`config.mk`:
```
export PLATFORM = sky130hd
export DESIGN_NAME = player_jump_ctrl_flat
export DESIGN_NICKNAME = d
export VERILOG_FILES = /design/src/rtl/player_jump_ctrl_if.sv /design/src/rtl/player_jump_ctrl.sv /design/src/flat_wrapper.sv
export SDC_FILE = /design/constraint.sdc
export NUM_CORES = 1
export LEC_CHECK = 0
export CAP_MARGIN = 20
export CORE_ASPECT_RATIO = 1.25
export CORE_MARGIN = 5
export CORE_UTILIZATION = 55
export DETAILED_ROUTE_END_ITERATION = 6
export GPL_TIMING_DRIVEN = 0
export PLACE_DENSITY = 0.86
export SLEW_MARGIN = 5
export SYNTH_ARGS = -nofsm -noshare
export SYNTH_HDL_FRONTEND = slang
export SYNTH_SLANG_ARGS = --single-unit
```
`constraint.sdc`:
```
create_clock -name Clk -period 4.1 [get_ports Clk]
set_clock_uncertainty 0.15 [all_clocks]
set_input_delay 0.82 -clock Clk [delete_from_list [all_inputs] [get_ports Clk]]
set_output_delay 0.82 -clock Clk [all_outputs]
set_load 0.02 [all_outputs]
```
`src/rtl/player_jump_ctrl_if.sv`:
```
// Signal bundle between the jump controller and its surroundings (keyboard, video timing, sprite logic).
interface player_jump_ctrl_if;
  logic       VS;
  logic [7:0] keycode;
  logic       keyPress;
  logic [1:0] gameState;
  logic [9:0] PlayerY;
  logic [9:0] PlayerYMotion;
  logic [1:0] jumpState;
  logic       airborne;
  logic       frameTick;

  modport master (
    output VS, keycode, keyPress, gameState,
    input  PlayerY, PlayerYMotion, jumpState, airborne, frameTick
  );

  modport slave (
    input  VS, keycode, keyPress, gameState,
    output PlayerY, PlayerYMotion, jumpState, airborne, frameTick
  );
endinterface

```
`src/rtl/player_jump_ctrl.sv`:
```
// Vertical jump/fall sequencer for the player sprite; Y and velocity advance once per video frame.
// state | meaning: GROUNDED resting | RISING moving up | FALLING moving down | LAND one-frame touchdown
module player_jump_ctrl #(
  parameter int         JUMP_V0  = 8,
  parameter int         GRAVITY  = 1,
  parameter int         MAX_FALL = 8,
  parameter int         GROUND_Y = 230,
  parameter int         Y_MIN    = 0,
  parameter logic [7:0] JUMP_KEY = 8'h29
) (
  input logic               Clk,
  input logic               Reset,
  player_jump_ctrl_if.slave bus
);

  typedef enum logic [1:0] {
    GROUNDED = 2'b00,
    RISING   = 2'b01,
    FALLING  = 2'b10,
    LAND     = 2'b11
  } jump_state_e;

  localparam logic signed [10:0] GRAV_S  = 11'(GRAVITY);
  localparam logic signed [10:0] MAXF_S  = 11'(MAX_FALL);
  localparam logic signed [10:0] GND_S   = 11'(GROUND_Y);
  localparam logic signed [10:0] YMIN_S  = 11'(Y_MIN);
  localparam logic        [9:0]  GND_Y10 = 10'(GROUND_Y);
  localparam logic        [9:0]  YMIN10  = 10'(Y_MIN);
  localparam logic        [9:0]  MAXF10  = 10'(MAX_FALL);
  localparam logic        [9:0]  NEG_V0  = 10'(-JUMP_V0);

  logic        vs_s1_q, vs_s2_q, vs_s3_q, tick_q;
  logic [1:0]  gs_s1_q, gs_s2_q;
  logic        press_q, req_q, req_d;
  logic        air_q, air_d;
  logic [9:0]  y_q, y_d, vel_q, vel_d;
  jump_state_e state_q, state_d;

  logic        press_now, press_edge, play, tick_d;
  logic signed [10:0] y_ext, vel_ext, y_sum, vel_inc, ceil_lim;

  assign press_now  = bus.keyPress && (bus.keycode == JUMP_KEY);
  assign play       = (gs_s2_q == 2'b01);
  // Only a fresh press while on the ground counts; airborne presses are dropped outright.
  assign press_edge = press_now && !press_q && play &&
                      ((state_q == GROUNDED) || (state_q == LAND));
  assign tick_d     = vs_s2_q & ~vs_s3_q;

  // 11-bit signed views keep an overshooting Y from wrapping past the ceiling/ground tests.
  assign y_ext    = signed'({1'b0, y_q});
  assign vel_ext  = signed'({vel_q[9], vel_q});
  assign y_sum    = y_ext + vel_ext;
  assign vel_inc  = vel_ext + GRAV_S;
  assign ceil_lim = YMIN_S - vel_ext;

  always_comb begin
    state_d = state_q;
    y_d     = y_q;
    vel_d   = vel_q;
    req_d   = req_q | press_edge;
    if (!play) req_d = 1'b0;
    if (tick_q) begin
      if (!play) begin
        state_d = GROUNDED;
        y_d     = GND_Y10;
        vel_d   = '0;
        req_d   = 1'b0;
      end else begin
        case (state_q)
          GROUNDED: begin
            if (req_q || press_edge) begin
              state_d = RISING;
              vel_d   = NEG_V0;
              req_d   = 1'b0;
            end else begin
              vel_d = '0;
            end
          end
          RISING: begin
            if (y_ext < ceil_lim) begin
              state_d = FALLING;
              y_d     = YMIN10;
              vel_d   = '0;
            end else begin
              y_d   = y_sum[9:0];
              vel_d = vel_inc[9:0];
              if (!vel_inc[10]) state_d = FALLING;
            end
          end
          FALLING: begin
            if (y_sum >= GND_S) begin
              state_d = LAND;
              y_d     = GND_Y10;
              vel_d   = '0;
            end else begin
              y_d   = y_sum[9:0];
              vel_d = (vel_inc > MAXF_S) ? MAXF10 : vel_inc[9:0];
            end
          end
          default: begin
            state_d = GROUNDED;
            y_d     = GND_Y10;
            vel_d   = '0;
          end
        endcase
      end
    end
    air_d = (state_d == RISING) || (state_d == FALLING);
  end

  always_ff @(posedge Clk or posedge Reset) begin
    if (Reset) begin
      vs_s1_q <= 1'b0;
      vs_s2_q <= 1'b0;
      vs_s3_q <= 1'b0;
      tick_q  <= 1'b0;
      gs_s1_q <= 2'b00;
      gs_s2_q <= 2'b00;
      press_q <= 1'b0;
      req_q   <= 1'b0;
      state_q <= GROUNDED;
      y_q     <= GND_Y10;
      vel_q   <= '0;
      air_q   <= 1'b0;
    end else begin
      vs_s1_q <= bus.VS;
      vs_s2_q <= vs_s1_q;
      vs_s3_q <= vs_s2_q;
      tick_q  <= tick_d;
      gs_s1_q <= bus.gameState;
      gs_s2_q <= gs_s1_q;
      press_q <= press_now;
      req_q   <= req_d;
      state_q <= state_d;
      y_q     <= y_d;
      vel_q   <= vel_d;
      air_q   <= air_d;
    end
  end

  assign bus.PlayerY       = y_q;
  assign bus.PlayerYMotion = vel_q;
  assign bus.jumpState     = state_q;
  assign bus.airborne      = air_q;
  assign bus.frameTick     = tick_q;

endmodule

```
`src/flat_wrapper.sv`:
```
// flat-port wrapper written by rule: the top's interface ports become plain ports
module player_jump_ctrl_flat 
#(
  parameter int         JUMP_V0  = 8,
  parameter int         GRAVITY  = 1,
  parameter int         MAX_FALL = 8,
  parameter int         GROUND_Y = 230,
  parameter int         Y_MIN    = 0,
  parameter logic [7:0] JUMP_KEY = 8'h29
)
  (Clk, Reset, bus_VS, bus_keycode, bus_keyPress, bus_gameState, bus_PlayerY, bus_PlayerYMotion, bus_jumpState, bus_airborne, bus_frameTick);
  player_jump_ctrl_if bus_i ();
  input logic Clk;
  input logic Reset;
  input wire logic [$bits(bus_i.VS)-1:0] bus_VS;
  input wire logic [$bits(bus_i.keycode)-1:0] bus_keycode;
  input wire logic [$bits(bus_i.keyPress)-1:0] bus_keyPress;
  input wire logic [$bits(bus_i.gameState)-1:0] bus_gameState;
  output wire logic [$bits(bus_i.PlayerY)-1:0] bus_PlayerY;
  output wire logic [$bits(bus_i.PlayerYMotion)-1:0] bus_PlayerYMotion;
  output wire logic [$bits(bus_i.jumpState)-1:0] bus_jumpState;
  output wire logic [$bits(bus_i.airborne)-1:0] bus_airborne;
  output wire logic [$bits(bus_i.frameTick)-1:0] bus_frameTick;
  assign bus_i.VS = bus_VS;
  assign bus_i.keycode = bus_keycode;
  assign bus_i.keyPress = bus_keyPress;
  assign bus_i.gameState = bus_gameState;
  assign bus_PlayerY = bus_i.PlayerY;
  assign bus_PlayerYMotion = bus_i.PlayerYMotion;
  assign bus_jumpState = bus_i.jumpState;
  assign bus_airborne = bus_i.airborne;
  assign bus_frameTick = bus_i.frameTick;
  player_jump_ctrl #(.JUMP_V0(JUMP_V0), .GRAVITY(GRAVITY), .MAX_FALL(MAX_FALL), .GROUND_Y(GROUND_Y), .Y_MIN(Y_MIN), .JUMP_KEY(JUMP_KEY)) u_core (.Clk(Clk), .Reset(Reset), .bus(bus_i));
endmodule
```
# --- Word level (Yosys, flattened, before mapping) ---
# Index checks and enable logic that the tools add are counted.
op_classes:
  add_sub_neg: 3
  n_lt_le_gt_ge: 3
  n_eq_ne: 8
  n_mux: 22
  bitwise: 3
  n_reduce_logical: 10
ops:
  columns: ["operator", "n"]
  rows:
  - ["$mux 10", 8]
  - ["$pmux 10 s3", 2]
  - ["$mux 2", 6]
  - ["$add 10x2->11 const B", 1]
  - ["$add 11x10->11", 1]
  - ["$ge 11x9->1 const B", 1]
  - ["$gt 11x5->1 const B", 1]
  - ["$lt 11x11->1", 1]
  - ["$sub 1x10->11 const A", 1]
  - ["$eq 8x6->1 const B", 1]
  - ["$eq 2x1->1 const B", 3]
  - ["$eq 2x2->1 const B", 3]
  - ["$pmux 2 s3", 1]
  - ["$mux 1", 5]
  - ["$logic_and 1x1->1", 4]
  - ["$logic_or 1x1->1", 3]
  - ["$logic_not 2->1", 1]
  - ["$ne 2x2->1 const B", 1]
  - ["$reduce_and 2->1", 1]
  - ["$and 1x1->1", 1]
  - ["$logic_not 1->1", 1]
  - ["$not 1->1", 1]
  - ["$or 1x1->1", 1]
totals:
  ff_bits: 33
  out_inout_bits: 24

# --- Depth between registers and ports, before layout ---
depth:
  word_depth: 12
  ltp_mapped: 16
  depth_no_buf: 14

# --- Worst setup path before layout ---
# OpenSTA, ideal clock, no wires.
synth_path:
  path_type: "flip-flop to flip-flop"
  startpoint: "register u_core.vel_q[3], in the netlist u_core.bus.PlayerYMotion[3]"
  endpoint: "register u_core.vel_q[9], in the netlist u_core.bus.PlayerYMotion[9]"
  arrival_ps: 3337
  setup_slack_ps: 489
  path_stages_with_launch: 16
  n_path_buf: 2
  synth_period_minus_slack_ps: 3611
  cell_sequence: "dfrtp_1 > buf_2 > nor2_1 > nand3_1 > or3_1 > nor2_1 > xnor2_1 > ha_1 > a211o_1 > or3_1 > o2111ai_1 > a21boi_0 > a211oi_2 > buf_6 > nor3b_1 > a211o_1"
synth_via:
  elab_chain_len: 6
synth_lines:
  columns: ["item", "line", "source"]
  rows:
  - ["from (decl)", "player_jump_ctrl.sv:36", "logic [9:0] y_q, y_d, vel_q, vel_d;"]
  - ["from (signal assigned)", "player_jump_ctrl.sv:136", "vel_q <= vel_d;"]
  - ["$add 10x2->11", "player_jump_ctrl.sv:53", "assign vel_inc = vel_ext + GRAV_S;"]
  - ["$gt 11x5->1", "player_jump_ctrl.sv:97", "vel_d = (vel_inc > MAXF_S) ? MAXF10 : vel_inc[9:0];"]
  - ["$mux 10", "player_jump_ctrl.sv:97", null]
  - ["$mux 10", "player_jump_ctrl.sv:91", "if (y_sum >= GND_S) begin"]
  - ["$pmux 10 s3 (*)", "player_jump_ctrl.sv:69", "case (state_q)"]
  - ["$mux 10 (*)", "player_jump_ctrl.sv:63", "if (!play) begin"]
# Mark *: on every way between the ends. The rest lies on a longest branch, timed or not.
# A chain may end at the register's enable or synchronous reset.

# --- Worst setup path in the final report ---
layout_path:
  startpoint: "register u_core.vel_q[3], in the netlist u_core.bus.PlayerYMotion[3]"
  endpoint: "register u_core.vel_q[4], in the netlist u_core.bus.PlayerYMotion[4]"
# The elaborated chain is that of the path after synthesis.

==> flow_metrics.tcl <==
set metrics [dict create \
    status "finished, final reports clean" \
    use_met3 0.03789 \
    wirelength_um 6885 \
    fin_tns_setup_ns 0 \
    setup_violations 0 \
    p_int_mw 0.5288 \
    crit_path_end_kind "register" \
    swShare 0.2229 \
    globalRouteMet2Util 0.4366 \
    die_x_um 72.26 \
    leakage_nw 1.446 \
    pwr-share-seq 0.487 \
    cts_buffer_depth 2 \
    worstSetupPathType "register to register" \
    stdcell_area_um2 3288 \
    syn_area_per_cell_um2 9.034 \
    fin_crit_ns 3.903 \
    pwr_density_cell_nw_per_um2 207.0 \
    num-fill-cells 395 \
    instances_no_fill 402 \
    p_sw_mw 0.1517 \
    path_max_fanout 10 \
    start_util 0.5635 \
    ys_ff_latch 33 \
    layout_common_cells "clkdlybuf4s50_1 (37), ha_1 (27), dfrtp_1 (24)" \
    hold_violations 0 \
    overflow 0 \
    max-vdd-ir-drop_mv 0.2208 \
    vias 2501 \
    antenna_found_initial 0 \
    slew_headroom 0.3250 \
    synthesis.area_um2 2665 \
    synth.distinct_cells 60 \
    place_congestion 0.9769 \
    grt_max_degree 20 \
    clkLatencyLatePin_ns 0.29 \
    max_cap_violations 0 \
    antenna_cells 0 \
    clkSinkCount 33 \
    nNetsFinal 383 \
    via_per_inst 6.221 \
    regArea_um2 837.1 \
    yosys_most_used_dff "dfrtp_1" \
    pre_cts_ws_ns 0.09730 \
    hp-class "register to register" \
    placed_cell_area_um2 3138 \
    grt_usage 0.2383 \
    die_area_um2 6346 \
    fin_ws_ns 0.1970 \
    synth-edff-count 0 \
    drv_slew 0 \
    hpwl_um 5406 \
    drt_iter0_drc 119 \
    cts_tree "built" \
    post-route-period-util 0.9519 \
    cts_hold_buf 0 \
    worstPathArrival_ns 3.93 \
    ant_nets 0 \
    cts_made_buffers 5 \
    grt_busiest_layer "met2" \
    clock.fmax_ghz 0.2562 \
    grt_pass1_vias 2527 \
    p_total_mw 0.6805 \
    drive_gt1_frac 0.1111 \
    multi_input_area_um2 1717 \
    dr.pass1.iters 5 \
    io_pins 38 \
    drc 0 \
    wl_per_cell_um 17.13 \
    port_buffers 37 \
    clockPowerShare 0.462 \
    combPwrFrac 0.051 \
    cp-start-kind "register" \
    cp.required_ns 4.13 \
    grt_pass1_wl_um 11840 \
    final_util 0.6952 \
    synthCells 295 \
    synth_nets 337 \
    final_common_cell "clkdlybuf4s50_1" \
    ctsRootBufferMaster "clkbuf_8" \
    clk_transition_reported_paths_ns 0.07 \
    yosys_warnings 0 \
    fp-row-count 28 \
    place_inst 393 \
    worst_pin_slew_ns 1.010 \
    syn_to_final_growth_pct 23.38 \
    h-tree-depth 2 \
    core_area_um2 4730 \
    whs_ns 0.2046 \
    gr-usage-met1 0.2681 \
    die_y_um 87.83 \
    yosysSeqAreaShare 0.3122 \
    async_flop_share 1.000 \
]
cells in the mapped netlist (2+ instances only):
| cell | number | area share |
|---|---|---|
| dfrtp_1 | 28 | 0.26 |
| ha_1 | 27 | 0.13 |
| inv_1 | 22 | 0.031 |
| nor2_1 | 21 | 0.030 |
| o21ai_0 | 17 | 0.032 |
| nand2_1 | 15 | 0.021 |
| a21oi_1 | 13 | 0.024 |
| a211o_1 | 10 | 0.033 |
| xnor2_1 | 10 | 0.033 |
| nand2b_1 | 8 | 0.019 |
| nand3_1 | 8 | 0.015 |
| nor3_1 | 7 | 0.013 |
| nor4_1 | 6 | 0.014 |
| o21a_1 | 6 | 0.017 |
| or3_1 | 6 | 0.014 |
| a32o_1 | 5 | 0.019 |
| and3_1 | 5 | 0.012 |
| dfstp_2 | 5 | 0.049 |
| nor2b_1 | 5 | 0.012 |
| o22ai_1 | 5 | 0.012 |
| xor2_1 | 5 | 0.016 |
| a31oi_1 | 4 | 0.0094 |
| nor3b_1 | 4 | 0.011 |
| o22a_1 | 4 | 0.013 |
| buf_2 | 3 | 0.0056 |
| clkbuf_1 | 3 | 0.0042 |
| o2111ai_1 | 3 | 0.0099 |
| a211oi_2 | 2 | 0.0094 |
| a21o_1 | 2 | 0.0056 |
| a2bb2oi_1 | 2 | 0.0066 |
| buf_4 | 2 | 0.0056 |
| nand4_1 | 2 | 0.0047 |
| o31ai_1 | 2 | 0.0056 |
| or4_1 | 2 | 0.0056 |
layer usage:
| layer | wire [um] | part of all wire | up-vias |
|---|---|---|---|
| met5 | 0 | 0 | - |
| met1 | 2685 | 0.39 | 1193 |
| li1 | - | - | 1204 |
| met2 | 3598 | 0.52 | 81 |
| met4 | 195 | 0.028 | 0 |
| met3 | 405 | 0.059 | 23 |
sequential cells by signal (all words and copies together) (netlist names):
name                      flops
u_core.bus.PlayerYMotion     10
u_core.bus.PlayerY           10
u_core.bus.jumpState          2
u_core.gs_s1_q                2
u_core.gs_s2_q                2
u_core.bus.airborne           1
u_core.bus.frameTick          1
u_core.press_q                1
u_core.req_q                  1
u_core.vs_s1_q                1
u_core.vs_s2_q                1
u_core.vs_s3_q                1
area by class of cell:
class	instances	share of cell area
Sequential cell	33	0.2546
Multi-Input combinational cell	231	0.5221
Timing Repair Buffer	40	0.1256
Buffer	8	0.01484
Clock inverter	3	0.01408
Inverter	22	0.02511
Tap cell	60	0.02283
Clock buffer	5	0.02093
critical path, cell delays in order, from the launching register on:
cell and delay [ns]:
dfrtp_2 0.46, buf_2 0.21, nor2_2 0.14, nand3_1 0.14, or3_4 0.37, nor2_1 0.12, xnor2_1 0.09, ha_1 0.20
a211o_1 0.29, or3_1 0.36, o2111ai_2 0.22, a21boi_0 0.14, a211oi_2 0.35, buf_4 0.18, o21ai_0 0.06, a211o_1 0.31
kinds of logic after synthesis:
| logic type | share of synthesized area |
|---|---|
| multiplexers | 0.003756 |
| buffers and inverters | 0.05070 |
| AND/OR/NAND/NOR | 0.2009 |
| adder cells (fa/ha/maj) | 0.1343 |
| XOR/XNOR | 0.04929 |
| AO/OA/AOI/OAI | 0.2488 |
| flip-flops | 0.3122 |
repair_timing:
action / in CTS / in global routing
buffers inserted: 0 / 2
endpoints found under the setup margin: 0 / 7
hold endpoints to repair: 0 / 0
resized for setup: 0 / 9
power by group through the flow:
stage	Clock, mW	Sequential, mW	Combinational [mW]
4_1_cts	0.319	0.331	0.0354
5_1_grt	0.336	0.332	0.0386
3_3_place_gp	0	0.337	0.0308
3_5_place_dp	0	0.337	0.0353
2_1_floorplan	0	0.337	0.0125
6_report	0.314	0.331	0.0349
worst paths after layout:
kind | start | to | slack [ns] | cells past startpoint
max reg2reg | u_core.bus.PlayerYMotion[3] | u_core.bus.PlayerYMotion[4] | 0.20 | 15
max in group asynchronous | Reset | u_core.bus.PlayerYMotion[9] | 2.49 | 3
min | u_core.gs_s1_q[0] | u_core.gs_s2_q[0] | 0.20 | 0
min reg2reg | u_core.gs_s1_q[0] | u_core.gs_s2_q[0] | 0.20 | 0
max | u_core.bus.PlayerYMotion[3] | u_core.bus.PlayerYMotion[4] | 0.20 | 15
min in group asynchronous | Reset | u_core.bus.PlayerY[0] | 0.78 | 2
(Power assumes the default switching activity.)
==> edit 1: new RTL, config.mk and constraints unchanged <==
Reset style: synchronous (`Reset`), changed in one clocked block.
--- a/src/rtl/player_jump_ctrl.sv
+++ b/src/rtl/player_jump_ctrl.sv
@@ -108,7 +108,7 @@
     air_d = (state_d == RISING) || (state_d == FALLING);
   end
 
-  always_ff @(posedge Clk or posedge Reset) begin
+  always_ff @(posedge Clk) begin
     if (Reset) begin
       vs_s1_q <= 1'b0;
       vs_s2_q <= 1'b0;
Check against the original RTL: differs if Reset is asserted again (counterexample within 4 cycles, from zero or initial values and one cycle with Reset high); with Reset held inactive, the same outputs for 10 cycles.
==> edit 1 against the unedited design <==
  * Sequential cell count is the same
  * Die area is 3.2% lower
  * Worst setup slack gained 0.14 ns
  * Via count is 2.0% higher
  * Utilization up 0.96 points
  * Final area is 4.4% lower
  * Total power is 1.5% lower
  * Global-route usage decreased by 2.0 points
  * Wire length is 5.4% lower
  * Area after synthesis down 3.7%
  * Critical path type unchanged
==> edit 1: results (changes against the unedited design) <==
Detailed Place HPWL: 5.002 mm (-7.5%)
Worst-Margin Slew: 0.8818 ns (-0.1284 ns)
Sequential element share of the synthesized area: 25.74% (-5.5 points)
Worst setup path start: u_core.bus.PlayerYMotion[1]
Initial DRC Count: 140 (+18%)
Slowest CP cell: dfxtp_1
Met3 WL: 384 um (-5.2%)
Worst r2r dst: u_core.bus.airborne
Post-Place Worst Slack: 0.3219 ns (+0.2246 ns)
CP peak stage delay: 0.41 ns (-0.05 ns)
Wire length of the first global-routing pass: 10.92 mm (-7.8%)
Net Sw Frac: 22.11% (-0.19 points)
Met1 layer usage reported by global route: 24.31% (-2.5 points)
Post-Route M1 WL: 2.642 mm (-1.6%)
Clock power frac: 47.1% (+0.9 points)
Met2 Usage GRT: 39.75% (-3.9 points)
Post-synth top cells: dfxtp_1 (33), nor2_1 (32), ha_1 (27)
Netlist cell types: 55 (-8.3%)
Run status: finished, final reports clean
Largest net degree at the start of global routing: 13 (-35%)
Logic pwr share: 4.4% (-0.7 points)
Nets: 404 (+5.5%)
Fillers: 371 (-6.1%)
Avg WL per Cell: 15.48 um (-9.6%)
Register area: 660.6 um2 (-21%)
Post-DP Area: 3009 um2 (-4.1%)
Met2 Wirelength: 3.298 mm (-8.3%)
Worst reg2reg path depth: 16 (+1)
Hold crit path type: reg2reg
Vias in the first global route: 2483 (-1.7%)
GR Layer Usage met3: 4.408% (+0.62 points)
Critical-path maximum fanout: 9 (-1)
Leak: 1.270 nW (-12%)
Synth top area cells: dfxtp_1 (26%), ha_1 (13%), a21oi_1 (4.9%)
Syn Nets: 360 (+6.8%)
Layout cells sized above 1: 6.336% (-4.8 points)
Gpl congestion: 0.9175 (-6.1%)
Crit path DAT: 3.82 ns (-0.11 ns)
Post-synth ARST share: 0% (-100 points)
TritonRoute pass-1 iters: 4 (-1)
GR Util All Layers: 21.85% (-2.0 points)
==> edit 1: changes by cell type in the layout (fill, tap and decap cells not counted), moves of 12 or more <==
cell / before / now
a21oi_1: 13 / 25
dfxtp_1: 0 / 33
nor2_1: 20 / 32
dfrtp_1: 24 / 0
o21ai_0: 17 / 5
==> edit 1: cell type report <==
type	count	area share [%]
Buffer	16	2.508
Multi-Input combinational cell	252	56.69
Clock buffer	5	2.189
Sequential cell	33	21.02
Clock inverter	3	1.473
Tap cell	58	2.309
Inverter	17	2.030
Timing Repair Buffer	37	11.78
==> edit 1: logic make-up (layout without fill, tap and decap cells) <==
family          after synthesis  in the layout  share of synthesized area, %
simple gates                116            116                         24.09
buf+inv                      33             78                         5.558
xor+xnor                     18             18                         6.143
fa+ha+maj                    28             28                         13.94
flops                        33             33                         25.74
compound gates               90             90                         24.52
==> edit 1: through the flow <==
step / instances / hold WS (ns) / power (mW)
2_1_floorplan: 318 / 0.2174 / 0.3440
3_3_place_gp: 413 / 0.2240 / 0.3611
3_5_place_dp: 413 / 0.2429 / 0.3620
4_1_cts: 421 / 0.2535 / 0.6705
5_1_grt: 421 / 0.2620 / 0.6908
6_report: 421 / 0.2452 / 0.6705
==> edit 1: how the worst min path moves through the flow <==
| stage | startpoint | endpoint | depth (start not counted) |
|---|---|---|---|
| floorplan | u_core.vs_s3_q | u_core.bus.frameTick | 1 |
| global placement | u_core.vs_s3_q | u_core.bus.frameTick | 1 |
| detailed placement | u_core.vs_s3_q | u_core.bus.frameTick | 1 |
| CTS | u_core.vs_s3_q | u_core.bus.frameTick | 1 |
| global route | u_core.vs_s3_q | u_core.bus.frameTick | 1 |
| finish | u_core.vs_s3_q | u_core.bus.frameTick | 1 |
==> edit 2: new RTL, same settings <==
Without the edit above. `JUMP_V0` is set to 8 in 2 places; all go to 7.
--- a/src/rtl/player_jump_ctrl.sv
+++ b/src/rtl/player_jump_ctrl.sv
@@ -1,7 +1,7 @@
 // Vertical jump/fall sequencer for the player sprite; Y and velocity advance once per video frame.
 // state | meaning: GROUNDED resting | RISING moving up | FALLING moving down | LAND one-frame touchdown
 module player_jump_ctrl #(
-  parameter int         JUMP_V0  = 8,
+  parameter int         JUMP_V0  = 7,
   parameter int         GRAVITY  = 1,
   parameter int         MAX_FALL = 8,
   parameter int         GROUND_Y = 230,
--- a/src/flat_wrapper.sv
+++ b/src/flat_wrapper.sv
@@ -1,7 +1,7 @@
 // flat-port wrapper written by rule: the top's interface ports become plain ports
 module player_jump_ctrl_flat 
 #(
-  parameter int         JUMP_V0  = 8,
+  parameter int         JUMP_V0  = 7,
   parameter int         GRAVITY  = 1,
   parameter int         MAX_FALL = 8,
   parameter int         GROUND_Y = 230,
Check against the original RTL: not equivalent (Yosys sat finds a counterexample within 10 cycles, from zero or initial values and one cycle with Reset high).
==> edit 2 against the unedited design <==
  * Worst setup slack gained 0.013 ns
  * Area after synthesis grew 2.5%
  * Wire length grew 4.0%
  * Die area grew 2.2%
  * Final area grew 1.2%
  * Sequential cell count is the same
  * Non-clock buffer count grew 3
Power is not compared: it rests on default switching activity, and its combinational part moved more than twofold at a synthesized area within 25%.
==> edit 2: results (changes against the unedited design) <==
Run status: finished, final reports clean
Sequential element share of the synthesized area: 30.45% (-0.77 points)
Vias per cell: 6.235 (+0.23%)
Clock root cell: clkbuf_8
Nets: 393 (+2.6%)
Syn Nets: 348 (+3.3%)
Gpl congestion: 0.9852 (+0.85%)
Post-Place Worst Slack: 0.06743 ns (-0.02986 ns)
Slew Viols, Final: 0 (unchanged)
Detailed Place HPWL: 5.478 mm (+1.3%)
Largest net degree at the start of global routing: 19 (-5.0%)
Wire length of the first global-routing pass: 12.02 mm (+1.5%)
Crit path DAT: 3.92 ns (about the same)
Avg WL per Cell: 17.38 um (+1.5%)
CP endpoint: u_core.bus.PlayerYMotion[4]
Synth top area cells: dfrtp_1 (26%), ha_1 (12%), dfstp_2 (4.8%)
Initial DRC Count: 197 (+66%)
Slowest CP cell: dfrtp_1
FF-to-FF Start: u_core.bus.PlayerYMotion[1]
TritonRoute pass-1 iters: 4 (-1)
Flop-to-flop setup slack: 0.21 ns
Tcrit/Tclk final: 94.88% (-0.32 points)
Vias in the first global route: 2510 (-0.67%)
Layout cells sized above 1: 10.23% (-0.88 points)
GR Util All Layers: 23.76% (-0.068 points)
Max-slew headroom: 32.93% (+0.43 points)
Netlist cell types: 63 (+5.0%)
Post-synth top cells: dfrtp_1 (28), ha_1 (27), nand2_1 (27)
Worst reg2reg path depth: 14 (-1)
Crit path launch type: register
edit 2: report_power, final:
| group | switching [mW] | internal [mW] | total [mW] |
|---|---|---|---|
| logic | 0.0603 | 0.0495 | 0.110 |
| registers | 0.00485 | 0.331 | 0.336 |
| clock network | 0.129 | 0.182 | 0.311 |
| total | 0.194 | 0.562 | 0.757 |
edit 2: layout make-up:
| type | count | area [um2] |
|---|---|---|
| buffer | 13 | 62.56 |
| clock inverter | 3 | 46.29 |
| tap | 60 | 75.07 |
| clock buffer | 5 | 68.82 |
| multi-input combinational | 242 | 1777 |
| inverter | 18 | 67.56 |
| sequential | 33 | 832.0 |
| timing repair buffer | 38 | 397.9 |
| fill | 411 | 1438 |
edit 2: worst min-delay path by stage:
| stage | to | from | cells after the start |
|---|---|---|---|
| floorplan | u_core.gs_s2_q[0] | u_core.gs_s1_q[0] | 0 |
| global placement | u_core.gs_s2_q[1] | u_core.gs_s1_q[1] | 0 |
| detailed placement | u_core.gs_s2_q[1] | u_core.gs_s1_q[1] | 0 |
| CTS | u_core.gs_s2_q[1] | u_core.gs_s1_q[1] | 0 |
| global route | u_core.gs_s2_q[1] | u_core.gs_s1_q[1] | 0 |
| finish | u_core.gs_s2_q[1] | u_core.gs_s1_q[1] | 0 |
edit 2: repair_timing:
| action | 4_1_cts | 5_1_grt |
|---|---|---|
| endpoints found under the setup margin | 0 | 21 |
| setup buffers | 0 | 0 |
| gates resized for setup | 0 | 1 |
edit 2: kinds of logic (layout without fill, tap and decap cells):
kind of cell,after synthesis,in the layout,share of synthesized area [%]
buffers and inverters,31,77,4.762
and+or+nand+nor,114,114,22.89
muxes,4,4,1.465
AOI/OAI and AO/OA,82,82,22.85
adders and majority gates,28,28,13.10
xor gates and xnor gates,14,14,4.487
DFF,33,33,30.45
edit 2: stage by stage:
stage                     std cells  instance area (um2)  hold WS, ns
after detailed placement        404                 3206       0.1903
after global placement          403                 3178       0.1824
after CTS                       412                 3321       0.2074
final                           412                 3327       0.2032
after floorplan                 306                 2733       0.1812
after global routing            412                 3327       0.2097
edit 2: per-layer routing:
| layer | share of wire (%) | track usage, % |
|---|---|---|
| met1 | 39 | 27.72 |
| met2 | 51 | 42.15 |
| met3 | 6.4 | 3.977 |
| met4 | 3.1 | 10.74 |
| met5 | 0 | 0 |
